## config.mk

```make
export PLATFORM = sky130hd
export DESIGN_NAME = cchip_bus_bridge
export DESIGN_NICKNAME = d
export VERILOG_FILES = /design/src/rtl/cchip_pkg.sv /design/src/rtl/cchip_bus_bridge.sv
export SDC_FILE = /design/constraint.sdc
export NUM_CORES = 1
export LEC_CHECK = 0
export BUFFER_PORTS_ARGS = -buffer_cell sky130_fd_sc_hd__buf_2
export CAP_MARGIN = 20
export CORE_ASPECT_RATIO = 1.5
export CORE_MARGIN = 2
export CORE_UTILIZATION = 50
export DETAILED_ROUTE_END_ITERATION = 16
export PLACE_DENSITY_LB_ADDON = 0.25
export SYNTH_ARGS = -nofsm -noshare
export SYNTH_HDL_FRONTEND = slang
export SYNTH_SLANG_ARGS = --single-unit
```

## constraint.sdc

```tcl
create_clock -name clk -period 3.9 [get_ports clk]
set_input_delay 0.975 -clock clk [delete_from_list [all_inputs] [get_ports clk]]
set_output_delay 0.975 -clock clk [all_outputs]
set_load 0.005 [all_outputs]
```

## src/rtl/cchip_pkg.sv

```systemverilog
// Shared definitions for the C-chip bus bridge: FSM states, byte-lane
// placement and the default open-bus value.
package cchip_pkg;

    typedef enum logic [2:0] {
        ST_IDLE,
        ST_SETUP,
        ST_WAIT,
        ST_ACK,
        ST_RELEASE
    } cchip_state_t;

    // The chip's 8-bit data bus sits on the odd (LDSn) byte lane.
    localparam bit         CCHIP_DATA_LANE_LOW = 1'b1;
    localparam logic [7:0] CCHIP_OPEN_BUS      = 8'hFF;

    // Place a chip byte on its lane and fill the other lane with open-bus.
    function automatic logic [15:0] cchip_place_byte(input logic [7:0] data,
                                                     input logic [7:0] open_bus);
        return CCHIP_DATA_LANE_LOW ? {open_bus, data} : {data, open_bus};
    endfunction

endpackage

```

## src/rtl/cchip_bus_bridge.sv

```systemverilog
// 68000 word bus to C-chip (TC0030CMD) byte interface bridge. One chip
// access per address-strobe cycle, programmable wait states, and a timeout
// that force-acknowledges the CPU if the chip never answers.
module cchip_bus_bridge
    import cchip_pkg::*;
#(
    parameter int         WAIT_CYCLES = 2,
    parameter int         TIMEOUT     = 64,
    parameter logic [7:0] OPEN_BUS    = CCHIP_OPEN_BUS
) (
    input  logic        clk,
    input  logic        reset,
    input  logic        ce,
    input  logic        sel,
    input  logic        cpu_ASn,
    input  logic        cpu_RW,
    input  logic        cpu_UDSn,
    input  logic        cpu_LDSn,
    input  logic [10:0] cpu_addr,
    input  logic [15:0] cpu_din,
    output logic [15:0] cpu_dout,
    output logic        cpu_DTACKn,
    output logic        timeout_err,
    output logic        chip_CSn,
    output logic        chip_RW,
    output logic [10:0] chip_A,
    output logic [7:0]  chip_Din,
    input  logic [7:0]  chip_Dout,
    input  logic        chip_DTACKn
);

    localparam int             CW       = $clog2(TIMEOUT + 1);
    localparam logic [CW-1:0]  WAIT_CNT = CW'(WAIT_CYCLES);
    localparam logic [CW-1:0]  TO_CNT   = CW'(TIMEOUT);
    localparam logic [CW-1:0]  CNT_MAX  = '1;

    cchip_state_t  state, state_next;
    logic [CW-1:0] cnt, cnt_inc;
    logic          rw_reg;
    logic          latch_req, dout_load, set_timeout;
    logic [15:0]   dout_next;
    logic          start, lane_n;
    logic [7:0]    wr_byte;

    assign lane_n  = CCHIP_DATA_LANE_LOW ? cpu_LDSn : cpu_UDSn;
    assign wr_byte = CCHIP_DATA_LANE_LOW ? cpu_din[7:0] : cpu_din[15:8];
    assign start   = sel && !cpu_ASn && (!cpu_UDSn || !cpu_LDSn);

    // Saturating increment: the counter never wraps back into the wait window.
    assign cnt_inc = (cnt == CNT_MAX) ? cnt : cnt + CW'(1);

    // Chip select covers SETUP and WAIT only; RW is low only inside a write select.
    assign chip_CSn   = !(state == ST_SETUP || state == ST_WAIT);
    assign chip_RW    = chip_CSn | rw_reg;
    assign cpu_DTACKn = (state != ST_ACK);

    // State register; reset is not gated by ce so it aborts any cycle at once.
    always_ff @(posedge clk) begin
        // NOTE: sequential state uses non-blocking assignments so every register
        // samples pre-edge values regardless of block ordering.
        if (reset)   state <= ST_IDLE;
        else if (ce) state <= state_next;
    end

    // Wait/timeout counter: cleared in SETUP, advanced on each WAIT edge.
    always_ff @(posedge clk) begin
        if (reset) begin
            cnt <= '0;
        end else if (ce) begin
            if (state == ST_SETUP)     cnt <= '0;
            else if (state == ST_WAIT) cnt <= cnt_inc;
        end
    end

    // Next-state and datapath load requests. The wait comparison uses the
    // post-increment count so WAIT_CYCLES equals the number of WAIT edges.
    always_comb begin
        // NOTE: every output gets a default first so no path infers a latch.
        state_next  = state;
        latch_req   = 1'b0;
        dout_load   = 1'b0;
        dout_next   = cpu_dout;
        set_timeout = 1'b0;
        if (ce) begin
            unique case (state)
                ST_IDLE: begin
                    if (start) begin
                        if (!lane_n) begin
                            latch_req  = 1'b1;
                            state_next = ST_SETUP;
                        end else begin
                            if (cpu_RW) begin
                                dout_load = 1'b1;
                                dout_next = {OPEN_BUS, OPEN_BUS};
                            end
                            state_next = ST_ACK;
                        end
                    end
                end
                ST_SETUP: state_next = cpu_ASn ? ST_RELEASE : ST_WAIT;
                ST_WAIT: begin
                    if (cpu_ASn) begin
                        state_next = ST_RELEASE;
                    end else if (cnt_inc >= WAIT_CNT && !chip_DTACKn) begin
                        dout_load  = rw_reg;
                        dout_next  = cchip_place_byte(chip_Dout, OPEN_BUS);
                        state_next = ST_ACK;
                    end else if (cnt_inc >= TO_CNT) begin
                        dout_load   = rw_reg;
                        dout_next   = 16'hFFFF;
                        set_timeout = 1'b1;
                        state_next  = ST_ACK;
                    end
                end
                ST_ACK:     if (cpu_ASn) state_next = ST_RELEASE;
                ST_RELEASE: state_next = ST_IDLE;
                default:    state_next = ST_IDLE;
            endcase
        end
    end

    // Address/data/direction latches, CPU read data and the sticky timeout flag.
    always_ff @(posedge clk) begin
        if (reset) begin
            chip_A      <= '0;
            chip_Din    <= '0;
            rw_reg      <= 1'b1;
            cpu_dout    <= '0;
            timeout_err <= 1'b0;
        end else begin
            if (latch_req) begin
                chip_A   <= cpu_addr;
                chip_Din <= wr_byte;
                rw_reg   <= cpu_RW;
            end
            if (dout_load)   cpu_dout    <= dout_next;
            if (set_timeout) timeout_err <= 1'b1;
        end
    end

endmodule

```

==> impl_metrics.env <==
export IMPL_track_usage=0.207
export IMPL_finalHoldViolations=0
export IMPL_synth_compound_area_frac=0.224
export IMPL_die_h_um=78.4
export IMPL_layout_nets=320
export IMPL_async_flop_share=0
export IMPL_synth_top_family_by_area="simple AND/OR/NAND/NOR gates"
export IMPL_antenna_found_initial=0
export IMPL_fmax_mhz=400
export IMPL_grt_max_degree=28
export IMPL_syn_cell_area_mm2=0.00185
export IMPL_final_cell_mix="buf_2, nand2_1, dfxtp_1"
export IMPL_regToRegSetupSlack_ns=1.73
export IMPL_ir_drop_mv=0.357
export IMPL_die_width_um=53.6
export IMPL_seq_area_um2=801
export IMPL_crit_arrival_ns=1.52
export IMPL_syn_area_per_cell_um2=8.67
export IMPL_tightestPinTransition_ns=0.652
export IMPL_synth_cell_types=45
export IMPL_cts_buffers=5
export IMPL_synthCells=213
export IMPL_cts_root_buf="clkbuf_8"
export IMPL_yosysSeqAreaShare=0.434
export IMPL_drt_first_pass_iters=6
export IMPL_max_stage_delay_ns=0.59
export IMPL_synthAdderAreaFrac=0.00678
export IMPL_ant_nets=0
export IMPL_cts_resized=0
export IMPL_maxCapViolCount=0
export IMPL_fin_crit_sh=0.640
export IMPL_rsz0062_at_grt="false"
export IMPL_finClkSkew_ns=0.00463
export IMPL_post_cts_buffers=0
export IMPL_die_area_mm2=0.00421
export IMPL_io_buffer_count=74
export IMPL_row_count=27
export IMPL_synth_xor_area_share=0.00949
export IMPL_layout_commonest_cell="buf_2"
export IMPL_dr_wl_met2_um=2010
export IMPL_clkLatencyLatePin_ns=0.29
export IMPL_critical_path_required_ns=2.92
export IMPL_ys_ff_latch=40
export IMPL_cp_num_buf_inv=1
export IMPL_synthMuxAreaShare=0.0163
export IMPL_dp_hpwl_um=2970
export IMPL_gp_congestion=0.905
export IMPL_leakagePower_nw=0.992
export IMPL_diodes=0
export IMPL_slew_viol_final=0
export IMPL_wl_um=4060
export IMPL_setup_violations_final=0
export IMPL_drtIter0Drc=41
export IMPL_crit_family="flip-flops"
export IMPL_wl_per_cell_um=12.7
export IMPL_endpoint_kind="output pin"
export IMPL_ctsHtreeMaxLevel=2
export IMPL_io_pin_count=83
export IMPL_final_cells=319
export IMPL_synth_edff_count=0
export IMPL_syn_num_nets=258
export IMPL_clk_pin_slew_worst_paths_ns=0.07
export IMPL_start_util=0.511
export IMPL_tns_ns=0
export IMPL_clock_sinks=40
export IMPL_ys_flop_type="dfxtp_1"
export IMPL_largest_reg_flops=11
export IMPL_yosysWarnings=0
export IMPL_crit_chain="xor2_1 > nand2b_1 > or2_2 > buf_2"
export IMPL_drive_above_1_share=0.359
export IMPL_relSlewSlack=0.566
export IMPL_status="complete, no violations"
export IMPL_start_kind="register"
export IMPL_yosys_area_share_simple=0.243
export IMPL_grt_first_pass_wirelength_um=6660
export IMPL_syn_to_final_growth_pct=23.4
export IMPL_core_area_mm2=0.00361
export IMPL_grt_overflow=0
export IMPL_critPathKind="register to output pin"
export IMPL_top_layer="met4"
export IMPL_cts_buffer_depth=2
export IMPL_via_per_inst=5.52
export IMPL_grt_pass1_vias=1646
export IMPL_top_regs="chip_A (11), cpu_dout (9), chip_Din (8)"
export IMPL_cts_hold_buf=0
export IMPL_multiInputGateArea_um2=927
export IMPL_drt_met1_wl_um=1700
export IMPL_dp_cells=311
export IMPL_hold_class="register to register"
export IMPL_dr_wl_met3_um=267
export IMPL_drc=0
export IMPL_critPathMaxFanout=13
export IMPL_crit_slowest_cell="dfxtp_1"
export IMPL_fillers=326
export IMPL_p_per_area_mw_per_mm2=353
export IMPL_largest_register="chip_A"
export IMPL_period_needed_ns=2.50
export IMPL_cts_tree="yes"
export IMPL_vias=1760
where the power goes:
group	internal (mW)	total, mW	switching (mW)
Clock	0.190	0.327	0.138
Combinational	0.0267	0.0571	0.0304
Sequential	0.414	0.419	0.00524
Total	0.630	0.804	0.173
kinds of logic (layout without fill, tap and decap cells):
logic type | after synthesis | count (layout)
adders and majority gates | 1 | 1
AOI/OAI and AO/OA | 58 | 58
and+or+nand+nor | 86 | 86
muxes | 3 | 3
DFF | 40 | 40
buffers and inverters | 23 | 86
xor gates and xnor gates | 2 | 2
synthesized netlist by cell type, types with 3 or more instances:
master / count / area share
a21oi_1: 25 / 0.068
a31oi_1: 3 / 0.010
buf_4: 7 / 0.028
clkbuf_1: 9 / 0.018
dfxtp_1: 40 / 0.43
inv_1: 3 / 0.0061
mux2i_1: 3 / 0.016
nand2_1: 46 / 0.093
nand2b_1: 3 / 0.010
nand3_1: 5 / 0.014
nor2_1: 5 / 0.010
nor3_1: 3 / 0.0081
o211ai_1: 4 / 0.016
o21ai_0: 6 / 0.016
o221a_2: 8 / 0.049
or2_2: 3 / 0.010
or3_1: 4 / 0.014
metal layers:
layer  global-route usage  up-vias
met5                    0        -
li1                     -      876
met1                0.221      808
met2                0.370       68
met3               0.0475        8
met4               0.0846        0
per-stage QoR:
| stage | instance area, um2 | hold WS (ns) | util | setup slack, ns | total power [mW] |
|---|---|---|---|---|---|
| floorplan | 1850 | 0.453 | - | 1.50 | 0.456 |
| global placement | 2170 | 0.438 | 0.601 | 1.23 | 0.485 |
| detailed placement | 2170 | 0.445 | 0.601 | 1.20 | 0.486 |
| CTS | 2280 | 0.456 | 0.630 | 1.41 | 0.813 |
| global route | 2280 | 0.475 | 0.630 | 1.32 | 0.833 |
| finish | 2280 | 0.451 | 0.630 | 1.40 | 0.804 |
cell type report:
| class | instances | share of cell area |
|---|---|---|
| inverter | 3 | 0.00494 |
| timing repair buffer | 75 | 0.166 |
| clock inverter | 2 | 0.0154 |
| sequential | 40 | 0.351 |
| clock buffer | 6 | 0.0319 |
| tap | 43 | 0.0236 |
| multi-input combinational | 150 | 0.407 |
worst paths after layout:
kind / start / endpoint / cells past startpoint
hold / removal: chip_A[1]$_SDFFE_PP0P_ / chip_A[1]$_SDFFE_PP0P_ / 2
setup / recovery: state[0]$_SDFFE_PP0P_ / chip_RW / 4
setup reg to reg: cnt[0]$_SDFFE_PP0P_ / cpu_dout[7]$_SDFFE_PP0P_ / 5
hold reg to reg: chip_A[1]$_SDFFE_PP0P_ / chip_A[1]$_SDFFE_PP0P_ / 2
worst reg2reg max path, stage by stage (launching register included):
cell and delay, ns:
dfxtp_1 0.35, ha_1 0.29, or3_1 0.32, a221oi_1 0.57, or3_1 0.35, o221a_2 0.24
(Power assumes the default switching activity.)
